==> config.mk <==
export PLATFORM = sky130hd
export DESIGN_NAME = bus_width_converter
export DESIGN_NICKNAME = d
export VERILOG_FILES = /design/src/rtl/bus_width_pkg.sv /design/src/rtl/bus_width_serializer.sv /design/src/rtl/bus_width_converter.sv
export SDC_FILE = /design/constraint.sdc
export NUM_CORES = 1
export LEC_CHECK = 0
export ABC_AREA = 1
export BUFFER_PORTS_ARGS = -buffer_cell sky130_fd_sc_hd__buf_4
export CORE_MARGIN = 2
export CORE_UTILIZATION = 59
export CTS_BUF_LIST = sky130_fd_sc_hd__clkbuf_8
export CTS_CLUSTER_SIZE = 10
export DETAILED_ROUTE_END_ITERATION = 12
export PLACE_DENSITY = 0.92
export SYNTH_ARGS = -nofsm -noshare
export SYNTH_HDL_FRONTEND = slang
export SYNTH_SLANG_ARGS = --single-unit
==> constraint.sdc <==
create_clock -name clk -period 1.85 [get_ports clk]
set_input_delay 0 -clock clk [delete_from_list [all_inputs] [get_ports clk]]
set_output_delay 0 -clock clk [all_outputs]
set_load 0.01 [all_outputs]
==> src/rtl/bus_width_pkg.sv <==
// Shared constant functions for the bus width converter: lane geometry and
// the mapping from logical lane order to physical bit slices.
package bus_width_pkg;

  function automatic int lane_f(input int size_in, input int size_out);
    return (size_in < size_out) ? size_in : size_out;
  endfunction

  function automatic int ratio_f(input int size_in, input int size_out);
    return (size_in < size_out) ? size_out / size_in : size_in / size_out;
  endfunction

  // Physical slot of logical lane k; the bit-slice base is this value times LANE.
  function automatic int lane_idx_f(input int k, input int ratio, input bit little_endian);
    return little_endian ? k : ratio - 1 - k;
  endfunction

endpackage

==> src/rtl/bus_width_serializer.sv <==
// Downsize path: holds one wide word and emits its valid lanes one per
// output handshake, accepting the next word on the final lane.
module bus_width_serializer
  import bus_width_pkg::*;
#(
  parameter int RATIO         = 4,
  parameter int LANE          = 8,
  parameter bit LITTLE_ENDIAN = 1'b1
) (
  input  logic                  clk,
  input  logic                  rst_n,
  input  logic                  in_valid,
  output logic                  in_ready,
  input  logic [RATIO*LANE-1:0] in_data,
  input  logic [RATIO-1:0]      in_keep,
  input  logic                  in_last,
  output logic                  out_valid,
  input  logic                  out_ready,
  output logic [LANE-1:0]       out_data,
  output logic                  out_last
);
  localparam int LW = $clog2(RATIO);
  localparam int NW = $clog2(RATIO + 1);

  logic [RATIO*LANE-1:0] hold_data_reg;
  logic                  hold_last_reg;
  logic                  busy_reg;
  logic [LW-1:0]         lane_reg;
  logic [NW-1:0]         n_reg;
  logic [NW-1:0]         n_next;
  logic [LANE-1:0]       lane_word [RATIO];
  logic                  final_lane;
  logic                  in_hs;
  logic                  out_hs;

  always_comb begin
    n_next = '0;
    for (int i = 0; i < RATIO; i++) begin
      n_next = n_next + NW'(in_keep[i]);
    end
  end

  for (genvar gi = 0; gi < RATIO; gi++) begin : g_lane
    assign lane_word[gi] = hold_data_reg[lane_idx_f(gi, RATIO, LITTLE_ENDIAN)*LANE +: LANE];
  end

  assign final_lane = (NW'(lane_reg) + NW'(1)) == n_reg;
  assign in_ready   = !busy_reg || (out_ready && final_lane);
  assign in_hs      = in_valid && in_ready;
  assign out_valid  = busy_reg;
  assign out_hs     = busy_reg && out_ready;
  assign out_data   = lane_word[lane_reg];
  assign out_last   = hold_last_reg && final_lane;

  // An empty keep mask is taken but leaves busy clear, so nothing is emitted.
  always_ff @(posedge clk or negedge rst_n) begin
    if (!rst_n) begin
      hold_data_reg <= '0;
      hold_last_reg <= 1'b0;
      busy_reg      <= 1'b0;
      lane_reg      <= '0;
      n_reg         <= '0;
    end else if (in_hs) begin
      hold_data_reg <= in_data;
      hold_last_reg <= in_last;
      n_reg         <= n_next;
      lane_reg      <= '0;
      busy_reg      <= (n_next != '0);
    end else if (out_hs) begin
      if (final_lane) begin
        busy_reg <= 1'b0;
        lane_reg <= '0;
      end else begin
        lane_reg <= lane_reg + 1'b1;
      end
    end
  end

endmodule

==> src/rtl/bus_width_converter.sv <==
// Valid/ready bus width converter: packs narrow beats into wide words,
// serialises wide words into narrow beats, or registers equal-width beats.
module bus_width_converter
  import bus_width_pkg::*;
#(
  parameter int  SIZE_IN       = 8,
  parameter int  SIZE_OUT      = 32,
  parameter bit  LITTLE_ENDIAN = 1'b1,
  localparam int LANE          = lane_f(SIZE_IN, SIZE_OUT),
  localparam int IN_LANES      = SIZE_IN / LANE,
  localparam int OUT_LANES     = SIZE_OUT / LANE
) (
  input  logic                 clk,
  input  logic                 rst_n,
  input  logic                 in_valid,
  output logic                 in_ready,
  input  logic [SIZE_IN-1:0]   in_data,
  input  logic [IN_LANES-1:0]  in_keep,
  input  logic                 in_last,
  output logic                 out_valid,
  input  logic                 out_ready,
  output logic [SIZE_OUT-1:0]  out_data,
  output logic [OUT_LANES-1:0] out_keep,
  output logic                 out_last
);
  localparam int RATIO = ratio_f(SIZE_IN, SIZE_OUT);

  if ((SIZE_IN % SIZE_OUT != 0) && (SIZE_OUT % SIZE_IN != 0)) begin : g_bad_ratio
    $error("bus_width_converter: SIZE_IN and SIZE_OUT must divide evenly");
  end

  if (OUT_LANES > 1) begin : g_up
    localparam int CW = $clog2(RATIO);

    logic [CW-1:0]        cnt_reg;
    logic [SIZE_OUT-1:0]  acc_data_reg;
    logic [OUT_LANES-1:0] acc_keep_reg;
    logic [SIZE_OUT-1:0]  word_next;
    logic [OUT_LANES-1:0] keep_next;
    logic [SIZE_OUT-1:0]  out_data_reg;
    logic [OUT_LANES-1:0] out_keep_reg;
    logic                 out_valid_reg;
    logic                 out_last_reg;
    logic                 in_hs;
    logic                 complete;

    assign in_ready  = !out_valid_reg || out_ready;
    assign in_hs     = in_valid && in_ready;
    assign complete  = (cnt_reg == CW'(RATIO - 1)) || in_last;
    assign out_valid = out_valid_reg;
    assign out_data  = out_data_reg;
    assign out_keep  = out_keep_reg;
    assign out_last  = out_last_reg;

    // The accumulator is zeroed on every completion, so unfilled lanes stay 0.
    for (genvar gi = 0; gi < RATIO; gi++) begin : g_slot
      logic hit;
      assign hit = in_keep[0] && (cnt_reg == CW'(lane_idx_f(gi, RATIO, LITTLE_ENDIAN)));
      assign word_next[gi*LANE +: LANE] = hit ? in_data : acc_data_reg[gi*LANE +: LANE];
      assign keep_next[gi] = hit || acc_keep_reg[gi];
    end

    always_ff @(posedge clk or negedge rst_n) begin
      if (!rst_n) begin
        cnt_reg       <= '0;
        acc_data_reg  <= '0;
        acc_keep_reg  <= '0;
        out_data_reg  <= '0;
        out_keep_reg  <= '0;
        out_valid_reg <= 1'b0;
        out_last_reg  <= 1'b0;
      end else begin
        if (out_valid_reg && out_ready) begin
          out_valid_reg <= 1'b0;
        end
        if (in_hs && complete) begin
          out_data_reg  <= word_next;
          out_keep_reg  <= keep_next;
          out_last_reg  <= in_last;
          out_valid_reg <= 1'b1;
          acc_data_reg  <= '0;
          acc_keep_reg  <= '0;
          cnt_reg       <= '0;
        end else if (in_hs) begin
          acc_data_reg <= word_next;
          acc_keep_reg <= keep_next;
          cnt_reg      <= cnt_reg + 1'b1;
        end
      end
    end
  end else if (IN_LANES > 1) begin : g_down
    bus_width_serializer #(
      .RATIO        (RATIO),
      .LANE         (LANE),
      .LITTLE_ENDIAN(LITTLE_ENDIAN)
    ) u_serializer (
      .clk      (clk),
      .rst_n    (rst_n),
      .in_valid (in_valid),
      .in_ready (in_ready),
      .in_data  (in_data),
      .in_keep  (in_keep),
      .in_last  (in_last),
      .out_valid(out_valid),
      .out_ready(out_ready),
      .out_data (out_data),
      .out_last (out_last)
    );
    assign out_keep = out_valid;
  end else begin : g_pass
    logic [SIZE_OUT-1:0]  out_data_reg;
    logic [OUT_LANES-1:0] out_keep_reg;
    logic                 out_valid_reg;
    logic                 out_last_reg;

    assign in_ready  = !out_valid_reg || out_ready;
    assign out_valid = out_valid_reg;
    assign out_data  = out_data_reg;
    assign out_keep  = out_keep_reg;
    assign out_last  = out_last_reg;

    always_ff @(posedge clk or negedge rst_n) begin
      if (!rst_n) begin
        out_data_reg  <= '0;
        out_keep_reg  <= '0;
        out_valid_reg <= 1'b0;
        out_last_reg  <= 1'b0;
      end else if (in_valid && in_ready) begin
        out_data_reg  <= in_data;
        out_keep_reg  <= in_keep;
        out_last_reg  <= in_last;
        out_valid_reg <= 1'b1;
      end else if (out_ready) begin
        out_valid_reg <= 1'b0;
      end
    end
  end

endmodule

### Yosys cells after proc, flatten, opt, wreduce, memory -nomap -nowiden

Cells that the tools add are included.

* bits in writable memories: 0
* flip-flop bits (word level): 76
* ROM bits: 0
* latch bits: 0
* bits of input ports: 14
* logic and storage cells: 40
* output and inout bits: 39
* memories kept: 0

* div/mod/pow operators: 0
* equal/unequal tests: 3
* add/sub/neg operators: 1
* reduce and logical (&&, ||, !) cells: 17
* mux-type cells: 12
* $mul: 0
* magnitude comparators: 0
* shift operators: 0
* bitwise operators: 0

Operator list (count)
* $mux W32: 2
* $mux W8: 4
* $mux W4: 2
* $logic_and A1 B1 Y1: 7
* $logic_or A1 B1 Y1: 6
* $eq A2 B2 Y1 const B: 2
* $mux W2: 2
* $reduce_bool A2 Y1: 2
* $add A2 B1 Y2 const B: 1
* $eq A2 B1 Y1 const B: 1
* $logic_not A2 Y1: 1
* $mux W1: 2
* $logic_not A1 Y1: 1

### Longest topological paths before layout

* depth after elaboration: 5
* depth in mapped cells: 8
* depth with buffers taken out: 7

### Least setup slack after synthesis

OpenSTA, ideal clock, no wires.

* path kind: register to register
* start: register g_up.cnt_reg[0]
* end: register g_up.acc_keep_reg[0]
* period minus slack after synthesis: 1329 ps
* buffers on the path: 1
* slack: 521 ps
* stages on the path, launching flop included: 8
* arrival time: 1257 ps
* library setup time: 71 ps
* data required time: 1779 ps
* cells stage by stage: dfrtp_1 ha_1 inv_2 nand2_2 nand3_1 buf_2 nand2_1 nor2_1

* cells in the longest elaborated chain, start to end: 5
* elaborated cells on any way between the ends: 9
* classes of those cells: eq/ne: 1; mux: 2; reduce/logical: 6

Ends and longest elaborated chain
* from (decl): line bus_width_converter.sv:35 `logic [CW-1:0] cnt_reg;`
* from (signal assigned): line bus_width_converter.sv:87 `cnt_reg <= cnt_reg + 1'b1;`
* $logic_not A2 Y1: line bus_width_converter.sv:58 `assign hit = in_keep[0] && (cnt_reg == CW'(lane_idx_f(gi, RATIO, LITTLE_ENDIAN)));`
* $logic_and A1 B1 Y1: line bus_width_converter.sv:58
* $logic_or A1 B1 Y1: line bus_width_converter.sv:60 `assign keep_next[gi] = hit || acc_keep_reg[gi];`
* $mux W4: line bus_width_converter.sv:84 `end else if (in_hs) begin`
* $mux W4: line bus_width_converter.sv:76 `if (in_hs && complete) begin`
* to (signal assigned): line bus_width_converter.sv:86 `acc_keep_reg <= keep_next;`
* to (decl): line bus_width_converter.sv:37 `logic [OUT_LANES-1:0] acc_keep_reg;`

Several ways; a longest one is shown, not always the timed one. The select of a mux whose other input is x is not followed.
A chain may end at the register's enable or synchronous reset.

### Final worst setup path

* start: register g_up.cnt_reg[1]
* end: register g_up.out_data_reg[31] (netlist: out_data[31])

* cells in the longest elaborated chain, start to end: 3
* elaborated cells on any way between the ends: 5
* classes of those cells: eq/ne: 1; mux: 1; reduce/logical: 3

Ends and longest elaborated chain
* $eq A2 B2 Y1 *: line bus_width_converter.sv:49, bus_width_converter.sv:58
* $logic_and A1 B1 Y1 / $logic_or A1 B1 Y1 (equally long branches): line bus_width_converter.sv:58, bus_width_converter.sv:49
* $mux W8 / $logic_and A1 B1 Y1 (equally long branches): line bus_width_converter.sv:59, bus_width_converter.sv:76
* to (signal assigned): line bus_width_converter.sv:77 `out_data_reg <= word_next;`
* to (decl): line bus_width_converter.sv:40 `logic [SIZE_OUT-1:0] out_data_reg;`

Mark *: on every way between the ends. The rest lies on a longest branch, timed or not.

==> summary.md <==
| Metric | Value |
|---|---|
| Worst Hold Class | primary input to register |
| Yosys warnings | 0 |
| Die area | 6630 um2 |
| Setup Buffers After CTS | 0 |
| Starting Density | 60.5% |
| CP Max Fanout | 36 |
| Post-synthesis sequential area ratio | a little over half |
| Count leader, synth | nand2_1 |
| Final cell count without fillers | between 500 and 600 |
| Share of cells above drive strength 1 | about a quarter |
| Commonest cells in the netlist | 250 x nand2_1, 76 x dfrtp_1, 32 x o21ai_2, 15 x inv_1, 8 x nor2_1 |
| Reg2Reg Setup Slack | around 0.22 ns |
| Synth Area in Simple Gates | between 30% and 40% |
| Setup crit end kind | register |
| Clock Tree Root | clkbuf_8 |
| Status | complete, no violations |
| Fmax | ~0.61 GHz |
| Yosys cell types | 16 |
| N_diodes | 0 |
| Crit Reg-Reg Endpoint | out_data[31]$_DFFE_PN0P_ |
| Routed Antenna Nets | 0 |
| CTS tree | built |
| Adder-Cell Fraction of Synth Area | between 1 and 1.5% |
| Critical Path Start Type | register |
| Post-Syn Instances | 420 |
| Vias per cell | approximately 5.2 |
| Pwr Density | between 1000 and 1500 nW/um2 |
| Area Growth Syn to Fin | 17.5% |
| Worst R2R Start | g_up.cnt_reg[1]$_DFFE_PN0P_ |
| Largest family of logic cells by synthesized area | simple AND/OR/NAND/NOR gates |
| WHS | roughly 0.074 ns |
| Skew-Pair Late Insertion Delay | ~0.36 ns |
| Final setup TNS | 0 ns |
| Final Hold Vio Count | 0 |
| WP data required | about 2.2 ns |
| Dpl hpwl | just under 5000 um |
| CP startpoint | g_up.cnt_reg[1]$_DFFE_PN0P_ |
| Area share of the largest cell type after synthesis | 53.7% |
| Setup CP Type | register to register |
| Net Count, Synth | approximately 440 |
| Post-synthesis compound-gate area fraction | under 10% |
| DRC | 0 |
| Final worst path period need | 1.63 ns |
| RSZ-0062 raised after global routing | no |
| Clock Path Buffers | 2 |
| Die W | 81.4 um |
| Placer Congestion | roughly 0.78 |
| I/O Buffers | 52 |
| First-pass GRT wire length | approximately 13,000 um |
| Setup Viol. Count Final | 0 |
| Initial antenna violation count | 0 |
| Via count | roughly 2,900 |
| Critical Path AT | 1.93 ns |
| IO Pins | 53 |
| DR iter-0 viols | 280 |
| DR pass1 iterations | 4 |
| Post-synthesis xor/xnor area fraction | 0% |
| Final wirelength | 7850 um |
| WL/cell | 14.2 um |
| Post-synthesis mux area share | 0% |
| CTS Sinks | 76 |
| Overall global routing resource usage | a little over a quarter |
| Area contributors post-synth | dfrtp_1 54%, nand2_1 27%, o21ai_2 7.9%, inv_1 1.6%, nand2_4 1.6% |
| Nets@finish | a little under 500 |
| Cell row count | 28 |
| Number of fill cells | around 430 |
| Reg2reg path depth | 7 |
| Count of flip-flops with a built-in enable after synthesis | 0 |
| Total core area | 5850 um2 |
| CTS Buf Count | 9 |
| Worst-case clock skew | between 0.005 and 0.006 ns |
| Syn avg cell area | 8.42 um2 |
| Leakage power | ~2.4 nW |
| Sequential Area | ~1900 um2 |
| Cell area after synthesis | around 3500 um2 |
| Critical Path End | out_data[31]$_DFFE_PN0P_ |
| Crit share post-route | about nine tenths |
| Placed Cells | 533 |
| Reg clk slew, reported paths | 0.07 ns |
| Fraction of registers with async set/reset | 100% |
| Max-slew violations | 0 |
| Number of global-route vias before repair | around 2,800 |
| Maximum vdd drop | approximately 540 uV |
| Pin count of the biggest net entering global routing | between 70 and 80 |
| Area of the multi-input gates | 1450 um2 |
| Slew margin rel. | between 60% and 70% |
| Synth area leader | dfrtp_1 |
| Slew @ Worst Pin | around 0.48 ns |
| # H-tree levels | 3 |
| Die Y | 81.4 um |
| Ys flop type | dfrtp_1 |
| Yosys reg bits | 76 |
| Max cap viols | 0 |
| Total grt overflow | 0 |
-- repair_timing --
item	CTS	global route
gates resized for setup	0	0
hold buffers	3	0
setup endpoints to repair	0	0
hold endpoints to repair	78	0
-- cell type report --
type,instances,area share [%]
inverter,18,1.63
timing repair buffer,58,11.3
multi-input combinational,309,34.8
clock inverter,4,0.391
sequential,76,45.7
clock buffer,12,3.97
tap,75,2.26
-- placed cells by master (no fill, tap or decap) --
master / count
inv_2: 3
o21ai_2: 32
nand2_2: 6
buf_4: 53
inv_1: 18
nor2_1: 8
buf_12: 2
clkbuf_8: 12
clkinv_2: 1
dlygate4sd3_1: 3
nand2_1: 250
a21boi_1: 1
dfrtp_1: 76
nor2_8: 2
nand2_4: 5
nand3_1: 1
ha_1: 4
-- worst min-delay path by stage --
stage | slack, ns | start | to | cells past startpoint
after global routing | 0.09 | in_valid | g_up.acc_data_reg[2]$_DFFE_PN0P_ | 4
after floorplan | -0.30 | rst_n | g_up.acc_data_reg[0]$_DFFE_PN0P_ | 0
after CTS | 0.06 | in_valid | g_up.acc_data_reg[2]$_DFFE_PN0P_ | 4
after global placement | 0.05 | rst_n | out_keep[0]$_DFFE_PN0P_ | 2
after detailed placement | 0.05 | rst_n | out_data[1]$_DFFE_PN0P_ | 2
final | 0.07 | in_valid | g_up.acc_data_reg[2]$_DFFE_PN0P_ | 4
-- metrics by stage --
stage	setup WS, ns	util, %	total power, mW	area (um2)
after floorplan	0.521	-	2.63	3540
after global placement	0.330	67.5	2.97	3950
after detailed placement	0.246	67.5	3.02	3950
after CTS	0.226	71.1	4.19	4160
after global routing	0.128	71.1	4.38	4160
final	0.217	71.1	4.17	4160
-- worst max-delay path: stages, from the launching register on --
cell,delay [ns]
dfrtp_1,0.42
ha_1,0.25
inv_2,0.05
nand2_2,0.13
inv_2,0.08
nor2_8,0.41
nand2_1,0.13
nand2_1,0.09
-- metal layers --
metal  routed length [um]  global-route usage, %  up-vias
met4                  202                   14.2        0
met3                  426                   4.40       23
met1                 3240                   34.5     1396
met5                    0                      0        -
li1                     -                      -     1389
met2                 3980                   43.2       87
-- report_power, final --
group          switching (mW)  internal (mW)
Sequential              0.130           1.88
Clock                   0.583          0.581
Combinational           0.592          0.403
Total                    1.31           2.86
-- cell families (layout without fill, tap and decap cells) --
kind of cell,after synthesis,in the layout
AND/OR/NAND/NOR,272,272
buffers and inverters,35,92
flip-flops,76,76
AO/OA/AOI/OAI,33,33
adder cells (fa/ha/maj),4,4
Note: power is estimated with default switching activity, not from simulation.
